$ cat config.mk
export PLATFORM = sky130hd
export DESIGN_NAME = ddr_read_arbiter_flat
export DESIGN_NICKNAME = d
export VERILOG_FILES = /design/src/rtl/ddr_read_arbiter_pkg.sv /design/src/rtl/ddr_read_arbiter_if.sv /design/src/rtl/ddr_read_arbiter_picker.sv /design/src/rtl/ddr_read_arbiter.sv /design/src/flat_wrapper.sv
export SDC_FILE = /design/constraint.sdc
export NUM_CORES = 1
export LEC_CHECK = 0
export ABC_AREA = 1
export CORE_MARGIN = 10
export CORE_UTILIZATION = 51
export CTS_CLUSTER_SIZE = 16
export DETAILED_ROUTE_END_ITERATION = 6
export MAX_ROUTING_LAYER = met4
export PLACE_DENSITY = 0.93
export SYNTH_ARGS = -nofsm -noshare
export SYNTH_HDL_FRONTEND = slang
export SYNTH_SLANG_ARGS = --single-unit
$ cat constraint.sdc
create_clock -name clk -period 6.4 [get_ports clk]
set_input_delay 1.28 -clock clk [delete_from_list [all_inputs] [get_ports clk]]
set_output_delay 1.28 -clock clk [all_outputs]
set_load 0.02 [all_outputs]
$ cat src/rtl/ddr_read_arbiter_pkg.sv
// Shared types and constants for the DDR read-port arbiter.
// Latency: n/a (declarations only).  Backpressure: n/a.
package ddr_arb_pkg;

    localparam int         DDR_DATA_W    = 64;
    localparam int         DDR_ADDR_W    = 29;
    localparam logic [3:0] DDR_CORE_BASE = 4'b0011;

    typedef enum logic [1:0] {
        IDLE,
        ISSUE,
        DATA
    } arb_state_e;

endpackage

$ cat src/rtl/ddr_read_arbiter_if.sv
// Client request/return bundle plus the shared DDR read-port signals.
// Latency: n/a (wiring only).  Backpressure: ddr_busy stalls the read command.
interface ddr_read_arbiter_if
    import ddr_arb_pkg::*;
#(
    parameter int NUM_REQ = 4,
    parameter int BURST_W = 8
);
    logic [NUM_REQ-1:0]            req_valid;
    logic [NUM_REQ*DDR_ADDR_W-1:0] req_addr;
    logic [NUM_REQ*BURST_W-1:0]    req_burstcnt;
    logic [NUM_REQ-1:0]            req_ready;
    logic [NUM_REQ-1:0]            rdata_valid;
    logic [DDR_DATA_W-1:0]         rdata;
    logic [DDR_ADDR_W-1:0]         ddr_addr;
    logic [BURST_W-1:0]            ddr_burstcnt;
    logic                          ddr_read;
    logic                          ddr_acquire;
    logic                          ddr_busy;
    logic [DDR_DATA_W-1:0]         ddr_rdata;
    logic                          ddr_rdata_ready;

    modport master (
        input  req_valid, req_addr, req_burstcnt, ddr_busy, ddr_rdata, ddr_rdata_ready,
        output req_ready, rdata_valid, rdata, ddr_addr, ddr_burstcnt, ddr_read, ddr_acquire
    );

    modport slave (
        output req_valid, req_addr, req_burstcnt, ddr_busy, ddr_rdata, ddr_rdata_ready,
        input  req_ready, rdata_valid, rdata, ddr_addr, ddr_burstcnt, ddr_read, ddr_acquire
    );

endinterface

$ cat src/rtl/ddr_read_arbiter_picker.sv
// Round-robin first-one search starting at ptr, wrapping past NUM_REQ-1.
// Latency: combinational.  Backpressure: none.
module rr_priority_picker #(
    parameter int NUM_REQ = 4
) (
    input  logic [NUM_REQ-1:0]         req,
    input  logic [$clog2(NUM_REQ)-1:0] ptr,
    output logic [$clog2(NUM_REQ)-1:0] idx,
    output logic                       found
);
    localparam int PTR_W = $clog2(NUM_REQ);

    function automatic logic [PTR_W-1:0] slot(input logic [PTR_W-1:0] base, input int ofs);
        int j;
        j = int'(base) + ofs;
        if (j >= NUM_REQ) j = j - NUM_REQ;
        return j[PTR_W-1:0];
    endfunction

    always_comb begin
        idx   = '0;
        found = 1'b0;
        for (int i = 0; i < NUM_REQ; i++) begin
            if (!found && req[slot(ptr, i)]) begin
                idx   = slot(ptr, i);
                found = 1'b1;
            end
        end
    end

endmodule

$ cat src/rtl/ddr_read_arbiter.sv
// Round-robin arbiter sharing one DDR read port; optional watchdog via DDR_ARB_TIMEOUT_EN.
// Latency: req_valid to ddr_read 1 cycle when idle; return beats routed combinationally.
// Backpressure: ddr_read held while ddr_busy; clients wait on req_ready until port is free.
module ddr_read_arbiter
    import ddr_arb_pkg::*;
#(
    parameter int NUM_REQ        = 4,
    parameter int BURST_W        = 8,
    parameter int TIMEOUT_CYCLES = 1024
) (
    input  logic                clk,
    input  logic                reset_n,
    ddr_read_arbiter_if.master  bus,
    output logic                busy,
    output logic                error
);
    localparam int PTR_W = $clog2(NUM_REQ);

    arb_state_e              state_q, state_d;
    logic [PTR_W-1:0]        rr_ptr_q, rr_ptr_d;
    logic [PTR_W-1:0]        grant_q, grant_d;
    logic [DDR_ADDR_W-1:0]   ddr_addr_q, ddr_addr_d;
    logic [BURST_W-1:0]      burst_q, burst_d;
    logic [BURST_W-1:0]      rem_q, rem_d;
    logic                    read_q, read_d;
    logic                    acq_q, acq_d;
    logic [NUM_REQ-1:0]      ready_q, ready_d;

    logic [PTR_W-1:0]        pick_idx;
    logic                    pick_found;
    logic [DDR_ADDR_W-5:0]   sel_word;
    logic [BURST_W-1:0]      sel_burst;
    logic                    beat;

`ifdef DDR_ARB_TIMEOUT_EN
    localparam int WD_W = $clog2(TIMEOUT_CYCLES + 1);
    logic [WD_W-1:0] wd_q, wd_d;
    logic            err_q, err_d;
`endif

    // A client whose accept pulse is still visible must not be picked again.
    rr_priority_picker #(.NUM_REQ(NUM_REQ)) u_picker (
        .req   (bus.req_valid & ~ready_q),
        .ptr   (rr_ptr_q),
        .idx   (pick_idx),
        .found (pick_found)
    );

    assign sel_word  = bus.req_addr[int'(pick_idx)*DDR_ADDR_W + 3 +: DDR_ADDR_W-4];
    assign sel_burst = bus.req_burstcnt[int'(pick_idx)*BURST_W +: BURST_W];
    assign beat      = bus.ddr_rdata_ready;

    always_comb begin
        state_d    = state_q;
        rr_ptr_d   = rr_ptr_q;
        grant_d    = grant_q;
        ddr_addr_d = ddr_addr_q;
        burst_d    = burst_q;
        rem_d      = rem_q;
        read_d     = read_q;
        acq_d      = acq_q;
        ready_d    = '0;
`ifdef DDR_ARB_TIMEOUT_EN
        wd_d       = wd_q;
        err_d      = err_q;
`endif
        case (state_q)
            IDLE: begin
                if (pick_found) begin
                    ready_d[pick_idx] = 1'b1;
                    grant_d           = pick_idx;
                    rr_ptr_d          = (int'(pick_idx) == NUM_REQ-1) ? '0 : pick_idx + 1'b1;
                    burst_d           = sel_burst;
`ifdef DDR_ARB_TIMEOUT_EN
                    wd_d              = '0;
`endif
                    // Zero-length bursts complete on acceptance with no DDR command.
                    if (sel_burst != '0) begin
                        ddr_addr_d = {DDR_CORE_BASE, sel_word};
                        rem_d      = sel_burst;
                        read_d     = 1'b1;
                        acq_d      = 1'b1;
                        state_d    = ISSUE;
                    end
                end
            end
            ISSUE: begin
                if (beat && rem_q != '0) rem_d = rem_q - 1'b1;
                if (!bus.ddr_busy) begin
                    read_d  = 1'b0;
                    state_d = DATA;
                end
            end
            DATA: begin
                if (rem_q == '0 || (beat && rem_q == BURST_W'(1))) begin
                    rem_d   = '0;
                    acq_d   = 1'b0;
                    state_d = IDLE;
                end else if (beat) begin
                    rem_d = rem_q - 1'b1;
                end
            end
            default: state_d = IDLE;
        endcase
`ifdef DDR_ARB_TIMEOUT_EN
        if (state_q != IDLE) begin
            if (wd_q == WD_W'(TIMEOUT_CYCLES - 1)) begin
                state_d = IDLE;
                read_d  = 1'b0;
                acq_d   = 1'b0;
                err_d   = 1'b1;
            end else begin
                wd_d = wd_q + 1'b1;
            end
        end
`endif
    end

    always_ff @(posedge clk) begin
        if (!reset_n) begin
            state_q    <= IDLE;
            rr_ptr_q   <= '0;
            grant_q    <= '0;
            ddr_addr_q <= '0;
            burst_q    <= '0;
            rem_q      <= '0;
            read_q     <= 1'b0;
            acq_q      <= 1'b0;
            ready_q    <= '0;
`ifdef DDR_ARB_TIMEOUT_EN
            wd_q       <= '0;
            err_q      <= 1'b0;
`endif
        end else begin
            state_q    <= state_d;
            rr_ptr_q   <= rr_ptr_d;
            grant_q    <= grant_d;
            ddr_addr_q <= ddr_addr_d;
            burst_q    <= burst_d;
            rem_q      <= rem_d;
            read_q     <= read_d;
            acq_q      <= acq_d;
            ready_q    <= ready_d;
`ifdef DDR_ARB_TIMEOUT_EN
            wd_q       <= wd_d;
            err_q      <= err_d;
`endif
        end
    end

    // Beats seen outside a burst, or during reset, belong to nobody.
    always_comb begin
        bus.rdata_valid = '0;
        if (reset_n && beat && state_q != IDLE) bus.rdata_valid[grant_q] = 1'b1;
    end

    assign bus.rdata        = bus.ddr_rdata;
    assign bus.req_ready    = ready_q;
    assign bus.ddr_addr     = ddr_addr_q;
    assign bus.ddr_burstcnt = burst_q;
    assign bus.ddr_read     = read_q;
    assign bus.ddr_acquire  = acq_q;
    assign busy             = (state_q != IDLE);
`ifdef DDR_ARB_TIMEOUT_EN
    assign error            = err_q;
`else
    assign error            = 1'b0;
`endif

endmodule

$ cat src/flat_wrapper.sv
// flat-port wrapper written by rule: the top's interface ports become plain ports
module ddr_read_arbiter_flat import ddr_arb_pkg::*;
#(
    parameter int NUM_REQ        = 4,
    parameter int BURST_W        = 8,
    parameter int TIMEOUT_CYCLES = 1024
)
  (clk, reset_n, busy, error, bus_req_valid, bus_req_addr, bus_req_burstcnt, bus_ddr_busy, bus_ddr_rdata, bus_ddr_rdata_ready, bus_req_ready, bus_rdata_valid, bus_rdata, bus_ddr_addr, bus_ddr_burstcnt, bus_ddr_read, bus_ddr_acquire);
  ddr_read_arbiter_if #(.NUM_REQ(NUM_REQ), .BURST_W(BURST_W)) bus_i ();
  input  logic clk;
  input  logic reset_n;
  output logic busy;
  output logic error;
  input wire logic [$bits(bus_i.req_valid)-1:0] bus_req_valid;
  input wire logic [$bits(bus_i.req_addr)-1:0] bus_req_addr;
  input wire logic [$bits(bus_i.req_burstcnt)-1:0] bus_req_burstcnt;
  input wire logic [$bits(bus_i.ddr_busy)-1:0] bus_ddr_busy;
  input wire logic [$bits(bus_i.ddr_rdata)-1:0] bus_ddr_rdata;
  input wire logic [$bits(bus_i.ddr_rdata_ready)-1:0] bus_ddr_rdata_ready;
  output wire logic [$bits(bus_i.req_ready)-1:0] bus_req_ready;
  output wire logic [$bits(bus_i.rdata_valid)-1:0] bus_rdata_valid;
  output wire logic [$bits(bus_i.rdata)-1:0] bus_rdata;
  output wire logic [$bits(bus_i.ddr_addr)-1:0] bus_ddr_addr;
  output wire logic [$bits(bus_i.ddr_burstcnt)-1:0] bus_ddr_burstcnt;
  output wire logic [$bits(bus_i.ddr_read)-1:0] bus_ddr_read;
  output wire logic [$bits(bus_i.ddr_acquire)-1:0] bus_ddr_acquire;
  assign bus_i.req_valid = bus_req_valid;
  assign bus_i.req_addr = bus_req_addr;
  assign bus_i.req_burstcnt = bus_req_burstcnt;
  assign bus_i.ddr_busy = bus_ddr_busy;
  assign bus_i.ddr_rdata = bus_ddr_rdata;
  assign bus_i.ddr_rdata_ready = bus_ddr_rdata_ready;
  assign bus_req_ready = bus_i.req_ready;
  assign bus_rdata_valid = bus_i.rdata_valid;
  assign bus_rdata = bus_i.rdata;
  assign bus_ddr_addr = bus_i.ddr_addr;
  assign bus_ddr_burstcnt = bus_i.ddr_burstcnt;
  assign bus_ddr_read = bus_i.ddr_read;
  assign bus_ddr_acquire = bus_i.ddr_acquire;
  ddr_read_arbiter #(.NUM_REQ(NUM_REQ), .BURST_W(BURST_W), .TIMEOUT_CYCLES(TIMEOUT_CYCLES)) u_core (.clk(clk), .reset_n(reset_n), .bus(bus_i), .busy(busy), .error(error));
endmodule
Yosys cells after proc, flatten, opt, wreduce, memory -nomap -nowiden
Cells that the tools add are included.
{"block": "classes", "addsub": 10, "multipliers": 1, "magnitude_cmp": 12, "n_eq_ne": 10, "shift": 2, "muxes": 43, "n_bitwise": 2, "n_reduce_logical": 28}
{"cell": "116-bit by 32-bit variable part select with 25-bit output", "count": 1}
{"cell": "8-bit 2-to-1 mux", "count": 5}
{"cell": "32-bit by 3-bit adder with 32-bit output, second input constant", "count": 1}
{"cell": "32-bit by 6-bit variable part select with 8-bit output", "count": 1}
{"cell": "2-bit 2-to-1 mux", "count": 13}
{"cell": "8-bit one-hot mux with 3 select lines", "count": 1}
{"cell": "2-bit by 3-bit less-than comparator with 1-bit output, second input constant", "count": 6}
{"cell": "8-bit nonzero test", "count": 2}
{"cell": "1-bit 2-to-1 mux", "count": 14}
{"cell": "4-bit AND reduction", "count": 3}
{"cell": "3-bit greater-or-equal comparator, second input constant", "count": 3}
{"cell": "1-bit logical AND", "count": 9}
{"cell": "1-bit binary-select mux with 2-bit select", "count": 4}
{"cell": "8-bit by 1-bit == test with 1-bit output, second input constant", "count": 1}
{"cell": "8-bit logical NOT", "count": 1}
{"cell": "2-bit by 1-bit != test with 1-bit output, second input constant", "count": 4}
{"cell": "2-bit by 1-bit subtractor with 2-bit output, second input constant", "count": 4}
{"cell": "8-bit by 1-bit subtractor with 8-bit output, second input constant", "count": 1}
{"cell": "2-bit by 5-bit multiplier with 7-bit output, second input constant", "count": 1}
{"cell": "2-bit by 2-bit adder with 3-bit output, second input constant", "count": 2}
{"cell": "2-bit one-hot mux with 3 select lines", "count": 1}
{"cell": "3-bit AND reduction", "count": 2}
{"cell": "2-bit nonzero test", "count": 3}
{"cell": "5-bit AND reduction", "count": 1}
{"cell": "18 further kinds", "count": 24}
{"block": "word_totals", "ff_bits": 54, "input_bits": 220, "output_inout_bits": 113, "wordCells": 117}

Longest topological paths before layout
Gate-level depths: netlist of run 1.
{"block": "logic_depth", "word_depth": 19, "depth_mapped": 30, "mapped_depth_nobuf": 26}

Modules after synthesis
A second synthesis of run 1 with hierarchy kept.
{"block": "hier_totals", "cells_unflattened": 665, "area_unflattened_um2": 4261.6}
{"module": "ddr_read_arbiter", "n_inst": 1, "cells_each": 606, "area_per_inst_um2": 3942.5}
{"module": "rr_priority_picker", "n_inst": 1, "cells_each": 59, "area_per_inst_um2": 319.1}

Least setup slack after synthesis of run 1
No wires, ideal clock.
{"block": "synth_timing", "kind": "input -> register", "startpoint": "input port bus_req_valid[3]", "endpoint": "register u_core.ddr_addr_q[13] (netlist: u_core.bus.ddr_addr[13])", "arrival_ns": 4.147, "required_time_ns": 6.330, "path_slack_ns": 2.182, "path_stages": 26, "path_buffers": 5, "cell_sequence": "nand3_1 nand2_1 nand2_1 nand2_1 nand2_2 nand2_1 nand2_2 nand2_1 nor2_4 buf_6 buf_6 buf_2 ha_1 inv_1 clkbuf_1 clkbuf_1 nand3_1 nand3_1 nand2_1 nand2_1 nand2_1 nor2_1 nand2_1 a21oi_1 nand2_1 a21oi_1"}
{"block": "synth_via", "elab_chain_len": 16, "word_cells_on_any_way": 29, "classes_between": "add/sub: 1; mul: 1; shift: 2; mux: 16; bitwise: 1; reduce/logical: 8"}
{"element": "from (decl)", "line_no": "flat_wrapper.sv:14", "rtl": "input wire logic [$bits(bus_i.req_valid)-1:0] bus_req_valid;"}
{"element": "4-bit bitwise AND (*)", "line_no": "ddr_read_arbiter.sv:43", "rtl": ".req (bus.req_valid & ~ready_q),"}
{"element": "1-bit binary-select mux with 2-bit select", "line_no": "ddr_read_arbiter_picker.sv:24", "rtl": "if (!found && req[slot(ptr, i)]) begin"}
{"element": "1-bit 2-to-1 mux (not written as such)", "line_no": "ddr_read_arbiter_picker.sv:24"}
{"element": "1-bit 2-to-1 mux", "line_no": "ddr_read_arbiter_picker.sv:24"}
{"element": "1-bit logical NOT", "line_no": "ddr_read_arbiter_picker.sv:24"}
{"element": "1-bit logical AND", "line_no": "ddr_read_arbiter_picker.sv:24"}
{"element": "1-bit 2-to-1 mux", "line_no": "ddr_read_arbiter_picker.sv:24"}
{"element": "1-bit logical NOT", "line_no": "ddr_read_arbiter_picker.sv:24"}
{"element": "1-bit logical AND", "line_no": "ddr_read_arbiter_picker.sv:24"}
{"element": "1-bit 2-to-1 mux", "line_no": "ddr_read_arbiter_picker.sv:24"}
{"element": "1-bit logical NOT", "line_no": "ddr_read_arbiter_picker.sv:24"}
{"element": "1-bit logical AND", "line_no": "ddr_read_arbiter_picker.sv:24"}
{"element": "2-bit 2-to-1 mux (*)", "line_no": "ddr_read_arbiter_picker.sv:24"}
{"element": "net u_core.pick_idx[0]", "line_no": "ddr_read_arbiter.sv:29", "rtl": "logic [PTR_W-1:0] pick_idx;"}
{"element": "2-bit by 5-bit multiplier with 7-bit output or 32-bit by 6-bit variable part select with 8-bit output (tied branches)", "line_no": "ddr_read_arbiter.sv:49, ddr_read_arbiter.sv:50"}
{"element": "32-bit by 3-bit adder with 32-bit output or 8-bit nonzero test (tied branches)", "line_no": "ddr_read_arbiter.sv:49, ddr_read_arbiter.sv:78"}
{"element": "116-bit by 32-bit variable part select with 25-bit output or 3-bit AND reduction (tied branches)"}
{"element": "to (signal assigned)", "line_no": "ddr_read_arbiter.sv:138", "rtl": "ddr_addr_q <= ddr_addr_d;"}
{"element": "to (decl)", "line_no": "ddr_read_arbiter.sv:22", "rtl": "logic [DDR_ADDR_W-1:0] ddr_addr_q, ddr_addr_d;"}
Mark *: on every way through the listed nets, which the timed path passes. The rest lies on a longest branch. The select of a mux whose other input is x is not followed.
A chain may end at the register's enable or synchronous reset.

Worst setup path after layout of run 1
{"block": "layout_timing", "startpoint": "input port bus_req_valid[3]", "endpoint": "register u_core.ddr_addr_q[14] (netlist: u_core.bus.ddr_addr[14])"}
The elaborated chain is that of the path after synthesis.

==> results.md, run 1 <==
* Status: finished with violations
* Failing checks: design-rule violations
* Worst-path clk slew at 0.07 ns
* Synth area leader: nand3_1
* Routed Antenna Nets at 0
* Delay-heaviest family, CP: simple AND/OR/NAND/NOR gates
* # IOs at roughly 330
* Vias in the first global route at 14020
* Setup WS post-layout at around 0.81 ns
* Placed cell area at 12550 µm²
* Setup-failing EPs final at 0
* Antenna fix cells at 0
* Hold Crit Depth at 2
* Clock Skew at 0.006794 ns
* Fin Setup TNS at 0 ns
* Avg Inst Size Synth at 5.084 µm²
* RSZ-0062 raised after global routing: false
* Fillers at roughly 2200
* Min Hold Slack at 0.4638 ns
* Commonest cells in the netlist: 755 x nand3_1, 744 x nand2_1, 141 x inv_1, 76 x buf_4, 62 x a21oi_1
* Post-synthesis sequential area ratio at about a tenth
* Synthesis Warnings at 0
* Crit path buffers/inverters at 5
* Initial Util at 51.36%
* Setup fix buffers added after clock tree synthesis at 0
* Largest net degree at the start of global routing at 147
* Core area at 21690 µm²
* Post-Syn Instances at 2191
* Vias/cell at about 6.2
* Final Critical Period at 5.591 ns
* First-pass GRT wire length at 72.81 mm
* H-tree depth at 2
* Layout area overhead at 14.44%
* Cts hold-fix bufs at 0
* Residual DRC at 2
* Setup slack at placement at 0.7398 ns
* Slowest stage cell, crit path: buf_4
* Cell count of the worst reg-to-reg path at 21
* Crit. path cell count at 21
* Post-Route WL at roughly 46 mm
* Setup crit start kind: input port
* FF/Latch Area at around 1100 µm²
* Crit-path max FO at 56
* CTS tree: built
* Input/output buffers at 199
* Most used flip-flop cell after synthesis: dfxtp_1
* Initial antenna violation count at 0
* Sink Count at 54
* Synth cell types at 40
* Total Routing Usage GR at 31.47%
* Synth top area share at 33.92%
* Fraction of layout cells with a size suffix above 1 at under 10%
* Row cnt at between 50 and 60
* Worst setup EP type: flop
* Critical path, cell by cell: clkdlybuf4s50_1 -> nand3_1 -> nand3_1 -> nand2_2 -> nand2_1 -> nor2_1 -> nand4_1 -> nand2_1 -> clkinv_1 -> buf_4 -> ha_4 -> inv_4 -> nand2_1 -> nand2_2 -> buf_4 -> nand3_1 -> nand3_1 -> nand3b_1 -> a21oi_1 -> nand2_1 -> a21oi_1
* Fmax at 178.8 MHz
* # Max-Cap Violations at 0
* Max stage delay on crit path at 0.54 ns
* GP Congestion at between 1 and 1.5
* DR WL/cell at 18.61 µm
* Final Hold Fails at 0
* Most common cell in the synthesized netlist: nand3_1
* Remaining Overflow, GRT at 0
* Design Area, Final at about 13000 µm²
* Multi-input gate area at 8218 µm²
* Async set-reset flop share out of synthesis at 0%
* Skew-Pair Late Insertion Delay at roughly 0.30 ns
* Min-Delay Path Class: reg -> reg
* TritonCTS Buffers at 5
* Worst-case clock buffer depth at 2
* Horiz. Die Dim at 167.8 µm
* Die Y at 167.8 µm
* Slew headroom at 40.09%
* Clk root buf: clkbuf_16
* Synth Register Bits at 54
* Post_cts resized at 0
* Total number of vias at 15400
* EDFF count, synth at 0
* Setup CP Type: in -> reg
* CP required at between 6 and 7 ns
* Period utilization at 87.37%
* Synthesized cell area at 11140 µm²
* Worst slew pin tran at 0.8977 ns
* Max Transition Viols Final at 0
* Synth top area cells: nand3_1 34%, nand2_1 25%, dfxtp_1 9.7%, buf_4 5.1%, inv_1 4.8%
* Drt initial violations at 2344
* Die Footprint at 28150 µm²
* Fin nets at 2440
* DRT Pass-1 Iters at 7
* Data arrival, critical path at 5.81 ns
* Detailed Place HPWL at ~35 mm
==> tightest hold or removal path: cells and delay by family, from the launching register on <==
| family | cells | cell delay (ns) |
|---|---|---|
| compound gates | 1 | 0.05 |
| flops | 1 | 0.31 |
| simple gates | 1 | 0.06 |
==> through the flow <==
stage | std cells | utilization [%]
after floorplan | 2193 | -
after global placement | 2481 | 57.86
after detailed placement | 2481 | 57.86
after CTS | 2489 | 58.78
after global routing | 2489 | 58.78
final | 2489 | 58.78
==> layer usage <==
layer / wire, µm / share of wire (%) / global-route usage [%]
met3: 4576 / 9.9 / 3.772
met1: 18200 / 39 / 39.26
met2: 20830 / 45 / 49.25
met4: 2704 / 5.8 / 15.93
met5: 0 / 0 / -
==> kinds of logic after synthesis <==
family / count (synthesis) / share of synthesized area [%]
AND/OR/NAND/NOR: 1632 / 65.94
buffers and inverters: 375 / 16.90
AO/OA/AOI/OAI: 110 / 5.515
flip-flops: 54 / 9.705
adder cells (fa/ha/maj): 12 / 1.348
XOR/XNOR: 7 / 0.5504
other: 1 / 0.03366
==> state kept, by name, indices dropped and copies added, names as in the netlist <==
name / cells
u_core.bus.ddr_addr: 26
u_core.grant_q: 2
u_core.state_q: 2
u_core.bus.ddr_read: 1
u_core.rr_ptr_q: 2
u_core.bus.ddr_burstcnt: 8
u_core.bus.ddr_acquire: 1
u_core.bus.req_ready: 4
u_core.rem_q: 8
==> worst paths after layout <==
kind | endpoint | startpoint | slack (ns)
hold / removal | u_core.bus.ddr_addr[4]$_SDFFE_PN0P_ | u_core.bus.ddr_addr[4]$_SDFFE_PN0P_ | 0.46
hold reg to reg | u_core.bus.ddr_addr[4]$_SDFFE_PN0P_ | u_core.bus.ddr_addr[4]$_SDFFE_PN0P_ | 0.46
setup / recovery | u_core.bus.ddr_addr[14]$_SDFFE_PN0P_ | bus_req_valid[3] | 0.81
setup reg to reg | u_core.bus.ddr_addr[14]$_SDFFE_PN0P_ | u_core.rr_ptr_q[0]$_SDFFE_PN0P_ | 1.56
==> layout make-up <==
class,count,area share (%)
multi-input combinational,1764,64.46
timing repair buffer,231,18.20
sequential,54,8.480
inverter,152,4.554
tap,280,2.748
clock buffer,6,1.089
clock inverter,2,0.4711
==> layout by cell type (no fill, tap or decap), types with 3 or more instances in the layout <==
| cell | n |
|---|---|
| clkbuf_16 | 5 |
| conb_1 | 3 |
| nand2_2 | 15 |
| o21ai_1 | 10 |
| xnor2_1 | 3 |
| buf_12 | 7 |
| inv_1 | 140 |
| buf_4 | 25 |
| dfxtp_1 | 54 |
| o211ai_1 | 10 |
| nand2_1 | 744 |
| a31oi_1 | 3 |
| o21ai_0 | 13 |
| inv_2 | 7 |
| nor3_1 | 9 |
| xor2_1 | 3 |
| o21ai_2 | 5 |
| o22ai_1 | 4 |
| nand3_2 | 6 |
| a21oi_1 | 62 |
| nor2_1 | 39 |
| clkdlybuf4s50_1 | 199 |
| ha_1 | 10 |
| nand3b_1 | 3 |
| nand4_1 | 52 |
| and2_1 | 3 |
| nand3_1 | 755 |
Power of run 1 is not shown: default switching activity piles up to over one toggle a cycle in this logic, so the estimate is an artifact.
==> run 2: changes to the inputs <==
- DONT_BUFFER_PORTS: unset -> 1
- PLACE_DENSITY: 0.93 -> 0.73
==> run 2 against run 1 <==
Effect of this change:
- the flow now finishes without violations
- count of clock-buffer cells in the layout is 1 lower
- highest routed layer unchanged
- register-to-register slack got worse by 0.16 ns
- critical path depth did not move
- largest cell class unchanged
- core utilization down 9.7 points
- setup slack better by 0.33 ns
- global-route usage decreased by 0.55 points
- via count fell by 7.4%
- die area stayed put
- routed wire length fell by 2.8%
- non-clock buffer count shrank 205
- sequential share of layout area increased by 1.7 points
==> results.md, run 2 (synthesis results as in run 1) <==
* Antenna fix cells at 0 (unchanged)
* Skew-Pair Late Insertion Delay at 0.29 ns (about the same)
* Worst slew pin tran at 0.9848 ns (+0.08714 ns)
* Vias/cell at 6.241 (+0.89%)
* Worst-path clk slew at 0.07 ns (about the same)
* Post-Route WL at 45.01 mm (-2.8%)
* Max stage delay on crit path at 0.56 ns (+0.02 ns)
* Most frequent cells in the layout: 755 x nand3_1, 744 x nand2_1, 140 x inv_1
* Fin Setup TNS at 0 ns (unchanged)
* Crit-path max FO at 50 (-11%)
* Fillers at 2428 (+10%)
* Fmax at 190.1 MHz (+6.3%)
* Max reg flops at 26 (unchanged)
* Setup crit start kind: input port
* Setup fix buffers added after clock tree synthesis at 0 (unchanged)
* Residual DRC at 0 (-2)
* Final Critical Period at 5.261 ns (-0.3305 ns)
* Delay-heaviest family, CP: simple AND/OR/NAND/NOR gates
* Detailed Place HPWL at 34.16 mm (-2.5%)
* Critical path, cell by cell: nand3_1 -> nand3_1 -> nand2_2 -> nand2_1 -> nor2_1 -> nand4_1 -> nand2_1 -> clkinv_1 -> ha_4 -> nand2_2 -> nand2_2 -> buf_4 -> buf_4 -> nand3_1 -> nand3_1 -> nand2_1 -> inv_1 -> nand2_1 -> nand2_1 -> nand3_1 -> a21oi_1
* # IOs at 333 (unchanged)
* Horiz. Die Dim at 167.8 µm (unchanged)
* Sink Count at 54 (unchanged)
* GR Util met1 at 38.92% (-0.34 points)
* Routed Antenna Nets at 0 (unchanged)
* Initial Util at 51.36% (unchanged)
* H-tree depth at 2 (unchanged)
* # Max-Cap Violations at 0 (unchanged)
* Fraction of layout cells with a size suffix above 1 at 3.942% (+0.094 points)
* Data arrival, critical path at 5.48 ns (-0.33 ns)
* Worst setup EP type: flop
* Met2 Track Usage GR at 49.81% (+0.57 points)
* Die Y at 167.8 µm (unchanged)
* DRT Pass-1 Iters at 6 (-1)
* Input/output buffers at 0 (-100%)
* Slowest stage cell, crit path: buf_4
* Total Routing Usage GR at 30.91% (-0.55 points)
* Worst-case clock buffer depth at 2 (unchanged)
* Drt initial violations at 2008 (-14%)
* Layout area overhead at -4.482%
* DR WL/cell at 19.71 µm (+5.9%)
* Fin nets at 2235 (-8.4%)
* TritonCTS Buffers at 5 (unchanged)
* Clock Skew at 0.003505 ns (-0.003289 ns)
* Setup-failing EPs final at 0 (unchanged)
* First-pass GRT wire length at 70.66 mm (-2.9%)
* M3 GR Usage at 4.028% (+0.26 points)
* Max Transition Viols Final at 0 (unchanged)
* Largest net degree at the start of global routing at 147 (unchanged)
* Total number of vias at 14250 (-7.4%)
* Cts hold-fix bufs at 0 (unchanged)
* Row cnt at 54 (unchanged)
* Clk root buf: clkbuf_16
* Min-Delay Path Class: reg -> reg
* Post_cts resized at 0 (unchanged)
* Commonest non-fill, non-tap cell in the layout: nand3_1
* Slew headroom at 34.28% (-5.8 points)
* Crit path buffers/inverters at 4 (-1)
* Setup CP Type: in -> reg
* CP required at 6.62 ns (about the same)
* Status: completed
* Remaining Overflow, GRT at 0 (unchanged)
* Die Footprint at 28150 µm² (unchanged)
* Initial antenna violation count at 0 (unchanged)
* Core Util, Final at 49.06% (-9.7 points)
* Final Hold Fails at 0 (unchanged)
* CTS tree: built
* Period utilization at 82.20% (-5.2 points)
* Gr busiest metal: met2
* GP Congestion at 1.010 (-8.7%)
* RSZ-0062 raised after global routing: false
* Vias in the first global route at 12880 (-8.1%)
* Core area at 21690 µm² (unchanged)
[run 2: cell types whose count changed in the layout (fill, tap and decap cells not counted)]
cell	delta
clkbuf_8	-1
bufinv_16	-2
clkdlybuf4s50_1	-199
inv_2	-1
buf_12	-2
buf_4	-4
clkinv_2	+1
clkinv_4	+3
[run 2: cell type report]
type | instances | area [µm²] | area share [%]
clock buffers | 5 | 125.1 | 1.176
clock inverters | 3 | 26.28 | 0.2469
inverters | 152 | 581.8 | 5.468
multi-input cells | 1764 | 8218 | 77.23
flip-flops and latches | 54 | 1081 | 10.16
well taps | 280 | 350.3 | 3.293
repair buffers | 26 | 257.7 | 2.422
[run 2: routing by layer]
layer  up-vias  wire length [µm]
met5         -                 0
met4         0              1721
met3       115              3985
met2       814             20970
met1      6452             18340
li1       6873                 -
[run 2: final timing paths]
check                                  start                             endpoint  slack (ns)  cells past startpoint
max                         bus_req_valid[3]  u_core.bus.ddr_addr[1]$_SDFFE_PN0P_        1.14                     21
max reg2reg  u_core.rr_ptr_q[0]$_SDFFE_PN0P_  u_core.bus.ddr_addr[1]$_SDFFE_PN0P_        1.40                     22
min             u_core.rem_q[7]$_SDFFE_PN0P_         u_core.rem_q[7]$_SDFFE_PN0P_        0.50                      2
min reg2reg     u_core.rem_q[7]$_SDFFE_PN0P_         u_core.rem_q[7]$_SDFFE_PN0P_        0.50                      2
[run 2: worst register-to-register path, cell delays in order (launching register included)]
cell and delay [ns]:
dfxtp_1 0.64, inv_6 0.09, nand3_1 0.13, nand3_2 0.12, nand2_2 0.13, nand2_1 0.06, nor2_1 0.13, nand4_1 0.11
nand2_1 0.36, clkinv_1 0.52, ha_4 0.49, nand2_2 0.10, nand2_2 0.11, buf_4 0.37, buf_4 0.57, nand3_1 0.29
nand3_1 0.16, nand2_1 0.06, inv_1 0.05, nand2_1 0.05, nand2_1 0.09, nand3_1 0.16, a21oi_1 0.15
[run 2: stage by stage]
stage / instance area [µm²] / cells / setup slack [ns] / hold slack (ns)
after floorplan: 11150 / 2193 / 2.182 / 0.4614
after global placement: 10490 / 2276 / 0.9731 / 0.4792
after detailed placement: 10490 / 2276 / 0.9188 / 0.4867
after CTS: 10640 / 2284 / 1.214 / 0.4968
after global routing: 10640 / 2284 / 0.7839 / 0.5437
final: 10640 / 2284 / 1.139 / 0.5006
Power of run 2 is left out for the same reason.
